$ cat src/rtl/muldiv_sequencer.sv
// muldiv_sequencer: iterative MULT/MULTU/DIV/DIVU unit that owns HI/LO.
// One shift-add or restoring-divide step per cycle, then a sign-fixup cycle.
module muldiv_sequencer #(
    parameter int WIDTH = 32,
    parameter int CNT_W = 6
) (
    input  logic             w_clock,
    input  logic             w_reset,
    input  logic             w_valid_1,
    input  logic [5:0]       w_op_code_6,
    input  logic [WIDTH-1:0] w_input1_x,
    input  logic [WIDTH-1:0] w_input2_x,
    output logic [WIDTH-1:0] w_output_x,
    output logic             w_stall_1,
    output logic             w_busy_1,
    output logic             w_done_1,
    output logic             w_div_zero_1
);

    localparam logic [1:0] S_IDLE = 2'd0;
    localparam logic [1:0] S_RUN  = 2'd1;
    localparam logic [1:0] S_FIX  = 2'd2;

    localparam logic [5:0] OP_MFHI = 6'h10;
    localparam logic [5:0] OP_MTHI = 6'h11;
    localparam logic [5:0] OP_MFLO = 6'h12;
    localparam logic [5:0] OP_MTLO = 6'h13;

    logic [1:0]         state_q, state_d;
    logic [CNT_W-1:0]   cnt_q, cnt_d;
    logic [2*WIDTH-1:0] acc_q, acc_d;
    logic [WIDTH-1:0]   a_q, a_d;
    logic [WIDTH-1:0]   b_q, b_d;
    logic [WIDTH-1:0]   hi_q, hi_d;
    logic [WIDTH-1:0]   lo_q, lo_d;
    logic               div_q, div_d;
    logic               qsign_q, qsign_d;
    logic               rsign_q, rsign_d;
    logic               done_q, done_d;
    logic               dz_q, dz_d;

    logic               is_md, is_listed, is_div, is_signed;
    logic               div_zero, accept, s1, s2;
    logic [WIDTH:0]     shl_rem, trial;
    logic [2*WIDTH-1:0] prod_fix;
    logic [WIDTH-1:0]   quo_fix, rem_fix;

    // 0x18..0x1B are the mult/div group, 0x10..0x13 the HI/LO moves
    assign is_md     = (w_op_code_6[5:2] == 4'b0110);
    assign is_listed = is_md | (w_op_code_6[5:2] == 4'b0100);
    assign is_div    = w_op_code_6[1];
    assign is_signed = ~w_op_code_6[0];
    assign div_zero  = is_div & (w_input2_x == '0);

    // A zero divisor keeps the raw dividend and positive signs, so the
    // restoring steps leave quotient all-ones and remainder = rs untouched.
    assign s1 = is_signed & ~div_zero & w_input1_x[WIDTH-1];
    assign s2 = is_signed & ~div_zero & w_input2_x[WIDTH-1];

    assign w_busy_1 = (state_q != S_IDLE);
    assign accept   = w_valid_1 & ~w_busy_1 & is_md;

    assign shl_rem  = {acc_q[2*WIDTH-1:WIDTH], a_q[WIDTH-1]};
    assign trial    = shl_rem - {1'b0, b_q};

    assign prod_fix = qsign_q ? -acc_q : acc_q;
    assign quo_fix  = qsign_q ? -acc_q[WIDTH-1:0] : acc_q[WIDTH-1:0];
    assign rem_fix  = rsign_q ? -acc_q[2*WIDTH-1:WIDTH]
                              : acc_q[2*WIDTH-1:WIDTH];

    always_comb begin
        state_d = state_q;
        cnt_d   = cnt_q;
        acc_d   = acc_q;
        a_d     = a_q;
        b_d     = b_q;
        hi_d    = hi_q;
        lo_d    = lo_q;
        div_d   = div_q;
        qsign_d = qsign_q;
        rsign_d = rsign_q;
        dz_d    = dz_q;
        done_d  = 1'b0;
        unique case (state_q)
            S_IDLE: begin
                if (accept) begin
                    a_d     = s1 ? -w_input1_x : w_input1_x;
                    b_d     = s2 ? -w_input2_x : w_input2_x;
                    qsign_d = s1 ^ s2;
                    rsign_d = s1;
                    div_d   = is_div;
                    dz_d    = div_zero;
                    cnt_d   = CNT_W'(WIDTH - 1);
                    acc_d   = '0;
                    state_d = S_RUN;
                end else if (w_valid_1 && w_op_code_6 == OP_MTHI) begin
                    hi_d = w_input1_x;
                end else if (w_valid_1 && w_op_code_6 == OP_MTLO) begin
                    lo_d = w_input1_x;
                end
            end
            S_RUN: begin
                if (div_q) begin
                    // acc = {remainder, quotient bits shifted in from the right}
                    acc_d = {trial[WIDTH] ? shl_rem[WIDTH-1:0]
                                          : trial[WIDTH-1:0],
                             acc_q[WIDTH-2:0], ~trial[WIDTH]};
                    a_d   = a_q << 1;
                end else begin
                    acc_d = {acc_q[2*WIDTH-2:0], 1'b0}
                          + (b_q[WIDTH-1] ? {{WIDTH{1'b0}}, a_q} : '0);
                    b_d   = b_q << 1;
                end
                cnt_d = cnt_q - 1'b1;
                if (cnt_q == '0) begin
                    state_d = S_FIX;
                end
            end
            S_FIX: begin
                if (div_q) begin
                    hi_d = rem_fix;
                    lo_d = quo_fix;
                end else begin
                    hi_d = prod_fix[2*WIDTH-1:WIDTH];
                    lo_d = prod_fix[WIDTH-1:0];
                end
                done_d  = 1'b1;
                state_d = S_IDLE;
            end
            default: begin
                state_d = S_IDLE;
            end
        endcase
    end

    always_ff @(posedge w_clock) begin
        if (w_reset) begin
            state_q <= S_IDLE;
            cnt_q   <= '0;
            acc_q   <= '0;
            a_q     <= '0;
            b_q     <= '0;
            hi_q    <= '0;
            lo_q    <= '0;
            div_q   <= 1'b0;
            qsign_q <= 1'b0;
            rsign_q <= 1'b0;
            done_q  <= 1'b0;
            dz_q    <= 1'b0;
        end else begin
            state_q <= state_d;
            cnt_q   <= cnt_d;
            acc_q   <= acc_d;
            a_q     <= a_d;
            b_q     <= b_d;
            hi_q    <= hi_d;
            lo_q    <= lo_d;
            div_q   <= div_d;
            qsign_q <= qsign_d;
            rsign_q <= rsign_d;
            done_q  <= done_d;
            dz_q    <= dz_d;
        end
    end

    assign w_stall_1    = w_valid_1 & w_busy_1 & is_listed;
    assign w_done_1     = done_q;
    assign w_div_zero_1 = dz_q;
    assign w_output_x   = (w_op_code_6 == OP_MFHI) ? hi_q :
                          (w_op_code_6 == OP_MFLO) ? lo_q : '0;

endmodule
$ cat config.mk
export PLATFORM = sky130hd
export DESIGN_NAME = muldiv_sequencer
export DESIGN_NICKNAME = d
export VERILOG_FILES = /design/src/rtl/muldiv_sequencer.sv
export SDC_FILE = /design/constraint.sdc
export NUM_CORES = 1
export LEC_CHECK = 0
export BUFFER_PORTS_ARGS = -buffer_cell sky130_fd_sc_hd__buf_4
export CORE_MARGIN = 1
export CORE_UTILIZATION = 57
export DETAILED_ROUTE_END_ITERATION = 10
export PLACE_DENSITY_LB_ADDON = 0.2
export SYNTH_ARGS = -nofsm -noshare
export SYNTH_HDL_FRONTEND = slang
export SYNTH_SLANG_ARGS = --single-unit
$ cat constraint.sdc
create_clock -name w_clock -period 2.9 [get_ports w_clock]
set_input_delay 0 -clock w_clock [delete_from_list [all_inputs] [get_ports w_clock]]
set_output_delay 0 -clock w_clock [all_outputs]
set_load 0.01 [all_outputs]
==> impl_metrics.tcl <==
set metrics [dict create \
    outcome "complete, but fails checks" \
    violations "setup timing" \
    synth_seq_cells 205 \
    setup_viol 56 \
    placed_area_mm2 0.0204 \
    viasPerCell 6.49 \
    rsz0062_at_grt "true" \
    dr.pass1.iters 7 \
    ff2ff_path_depth 13 \
    max-clock-path-buffers 3 \
    min_path_cells 5 \
    clock_latency_ns 0.55 \
    cp-end-kind "flip-flop" \
    fin_worst_skew_ns 0.0277 \
    slew_headroom 0.283 \
    grt_antenna_before_repair 1 \
    async_reset_ff_frac 0 \
    worst_ep_required_time_ns 3.31 \
    synthToLayoutAreaGrowth_pct 38.4 \
    synthCells 2271 \
    finalHoldViolCount 0 \
    fp.dieH_um 174 \
    total_leakage_power_uw 0.0100 \
    coreArea_mm2 0.0289 \
    met2_usage 0.733 \
    die_w_um 174 \
    worst_slew_pin_slew_ns 1.08 \
    pre_cts_slack_ns -0.458 \
    fin_nets 2834 \
    fp-row-count 62 \
    layout_commonest_cell "buf_4" \
    crit_chain "buf_12 > buf_4 > and2_1 > ha_4 > nand4_1 > buf_4 > o31ai_4 > nand3_4 > a211oi_4 > buf_6 > nand4_1 > mux2i_1 > nand4_1" \
    grt_max_degree 63 \
    cts_made_buffers 24 \
    crit_type "reg2reg" \
    grt_busiest_layer "met2" \
    routed_wl_um 69700 \
    synth_cell_types 94 \
    max_freq_ghz 0.307 \
    die-area_mm2 0.0302 \
    vias 20000 \
    cpMaxStageDelayCell "o31ai_4" \
    power.density_mw_per_mm2 315 \
    total_power_uw 7350 \
    worst_ep_arrival_time_ns 3.67 \
    wl_per_cell_um 22.6 \
    cpMostUsedCell "nand4_1" \
    synth_area_leaders "dfxtp_1 24%, nor2_1 7.3%, a21oi_1 5.6%" \
    cts_tree "done" \
    fin_area_mm2 0.0233 \
    drive_above_1_share 0.283 \
    use_met3 0.0652 \
    pin_count 109 \
    cp_max_fo 15 \
    drc 0 \
    port_buffers 108 \
    slew_violations 0 \
    avgSynthCellArea_um2 7.42 \
    cts_num_sinks 205 \
    synth_edf_count 0 \
    ys.flop_type "dfxtp_1" \
    synth_nets 2416 \
    start_kind "flip-flop" \
    grt_pass1_vias 19400 \
    place.gp.congestion 1.03 \
    drt_iter0_drc 2274 \
    clockRootBuffer "clkbuf_16" \
    num-fill-cells 1944 \
    htreeDepth 1 \
    min_path_type "in2reg" \
    maxCapViolations 0 \
    final_cell_mix "467 x buf_4, 312 x nor2_1, 199 x dfxtp_1" \
    synth_warnings 0 \
    met1_usage 0.512 \
    synth-seq-area-share 0.244 \
    fin_crit_sh 1.12 \
    min_period_ns 3.26 \
    dp_hpwl_um 48700 \
    antenna_left 0 \
    clk_pin_slew_ns 0.06 \
    initial_core_util 0.584 \
    holdWs_ns 0.0110 \
    globalRoute.totalOverflow 0 \
    grt_pass1_wl_um 105000 \
    peakVddDrop_uv 380 \
    synth.largest_area_cell "dfxtp_1" \
    synth_top_area_frac 0.244 \
    worst_slack_ns -0.356 \
    slowest_delay_ns 0.43 \
    track_usage 0.437 \
    syn_area_mm2 0.0168 \
    final.setup.tns_ns -10.73 \
]
==> synthesized netlist by cell type, types with 12 or more instances <==
cell,number
o21ai_0,110
or4_1,16
o211ai_1,29
and4_1,13
a211oi_1,103
xnor2_1,88
o221ai_1,14
and2_1,40
nor2b_1,12
and3_1,19
inv_1,75
mux2i_1,79
ha_1,70
nor2_1,326
xor2_1,100
nand4_1,30
nor3_1,41
a222oi_1,15
a21oi_1,188
nand2b_1,17
dfxtp_1,205
a21o_1,29
nand2_1,171
o31ai_1,29
nand3_1,48
nor4_1,19
clkbuf_1,142
a31oi_1,24
or3_1,27
a22oi_1,16
==> logic make-up (layout without fill, tap and decap cells) <==
kind of cell,Yosys count,after routing,share of synthesized area
XOR/XNOR,188,188,0.0978
multiplexers,81,81,0.0483
flip-flops,205,205,0.244
other,0,1,0
buffers and inverters,240,671,0.0559
adder cells (fa/ha/maj),72,72,0.0544
AND/OR/NAND/NOR,811,811,0.231
AO/OA/AOI/OAI,674,674,0.269
==> path summary, 6_finish.rpt <==
path,to,slack [ns],start
setup / recovery,acc_q[62]$_SDFFE_PP0P_,-0.36,b_q[31]$_SDFFE_PP0P_
hold / removal,b_q[12]$_SDFFE_PP0P_,0.01,w_input2_x[12]
setup reg to reg,acc_q[62]$_SDFFE_PP0P_,-0.36,b_q[31]$_SDFFE_PP0P_
hold reg to reg,lo_q[6]$_SDFFE_PP0P_,0.46,lo_q[6]$_SDFFE_PP0P_
==> stage by stage <==
stage,instances,util
finish,3087,0.808
global route,3086,0.808
CTS,3070,0.776
detailed placement,2953,0.706
global placement,2953,0.706
floorplan,2271,-
==> power by group <==
part           leakage [µW]  switching, µW  internal [µW]  total [µW]
Sequential          0.00166           24.8           2850        2870
Combinational       0.00799            780            682        1460
Clock              0.000373           1300           1710        3010
Total                0.0100           2110           5240        7350
==> state kept, by name, summed over array words and instances (netlist names) <==
register      count
acc_q            64
a_q              32
b_q              32
hi_q             32
lo_q             32
cnt_q             6
state_q           2
div_q             1
qsign_q           1
rsign_q           1
w_div_zero_1      1
w_done_1          1
==> per-layer routing <==
| layer | wire [µm] | share of wire |
|---|---|---|
| met5 | 19 | 0.00027 |
| met2 | 32200 | 0.46 |
| met1 | 26100 | 0.37 |
| met3 | 6060 | 0.087 |
| met4 | 5340 | 0.077 |
==> worst max-delay path: cells and delay by family, from the launching register on <==
family | cells | cell delay (ns)
compound gates | 2 | 0.82
fa+ha+maj | 1 | 0.33
buf+inv | 4 | 0.67
flops | 1 | 0.38
mux | 1 | 0.19
simple gates | 5 | 0.72
==> cell type report <==
class                      count  area [µm²]  area share
antenna                        1        2.50    0.000107
clock buffer                  36         726      0.0311
clock inverter                 3        26.3     0.00113
inverter                      75         282      0.0121
multi-input combinational   1826       13200       0.564
sequential                   205        4120       0.177
tap                          384         480      0.0206
timing repair buffer         557        4530       0.194
==> timing repair <==
item | in CTS | in global routing
buffers inserted | 20 | 25
hold endpoints to repair | 122 | 0
hold buffers | 60 | 0
gates cloned | 1 | 0
pin swaps | 68 | 129
resized for setup | 117 | 157
endpoints found under the setup margin | 63 | 82
No activity file was read; power rests on OpenSTA's default activity.
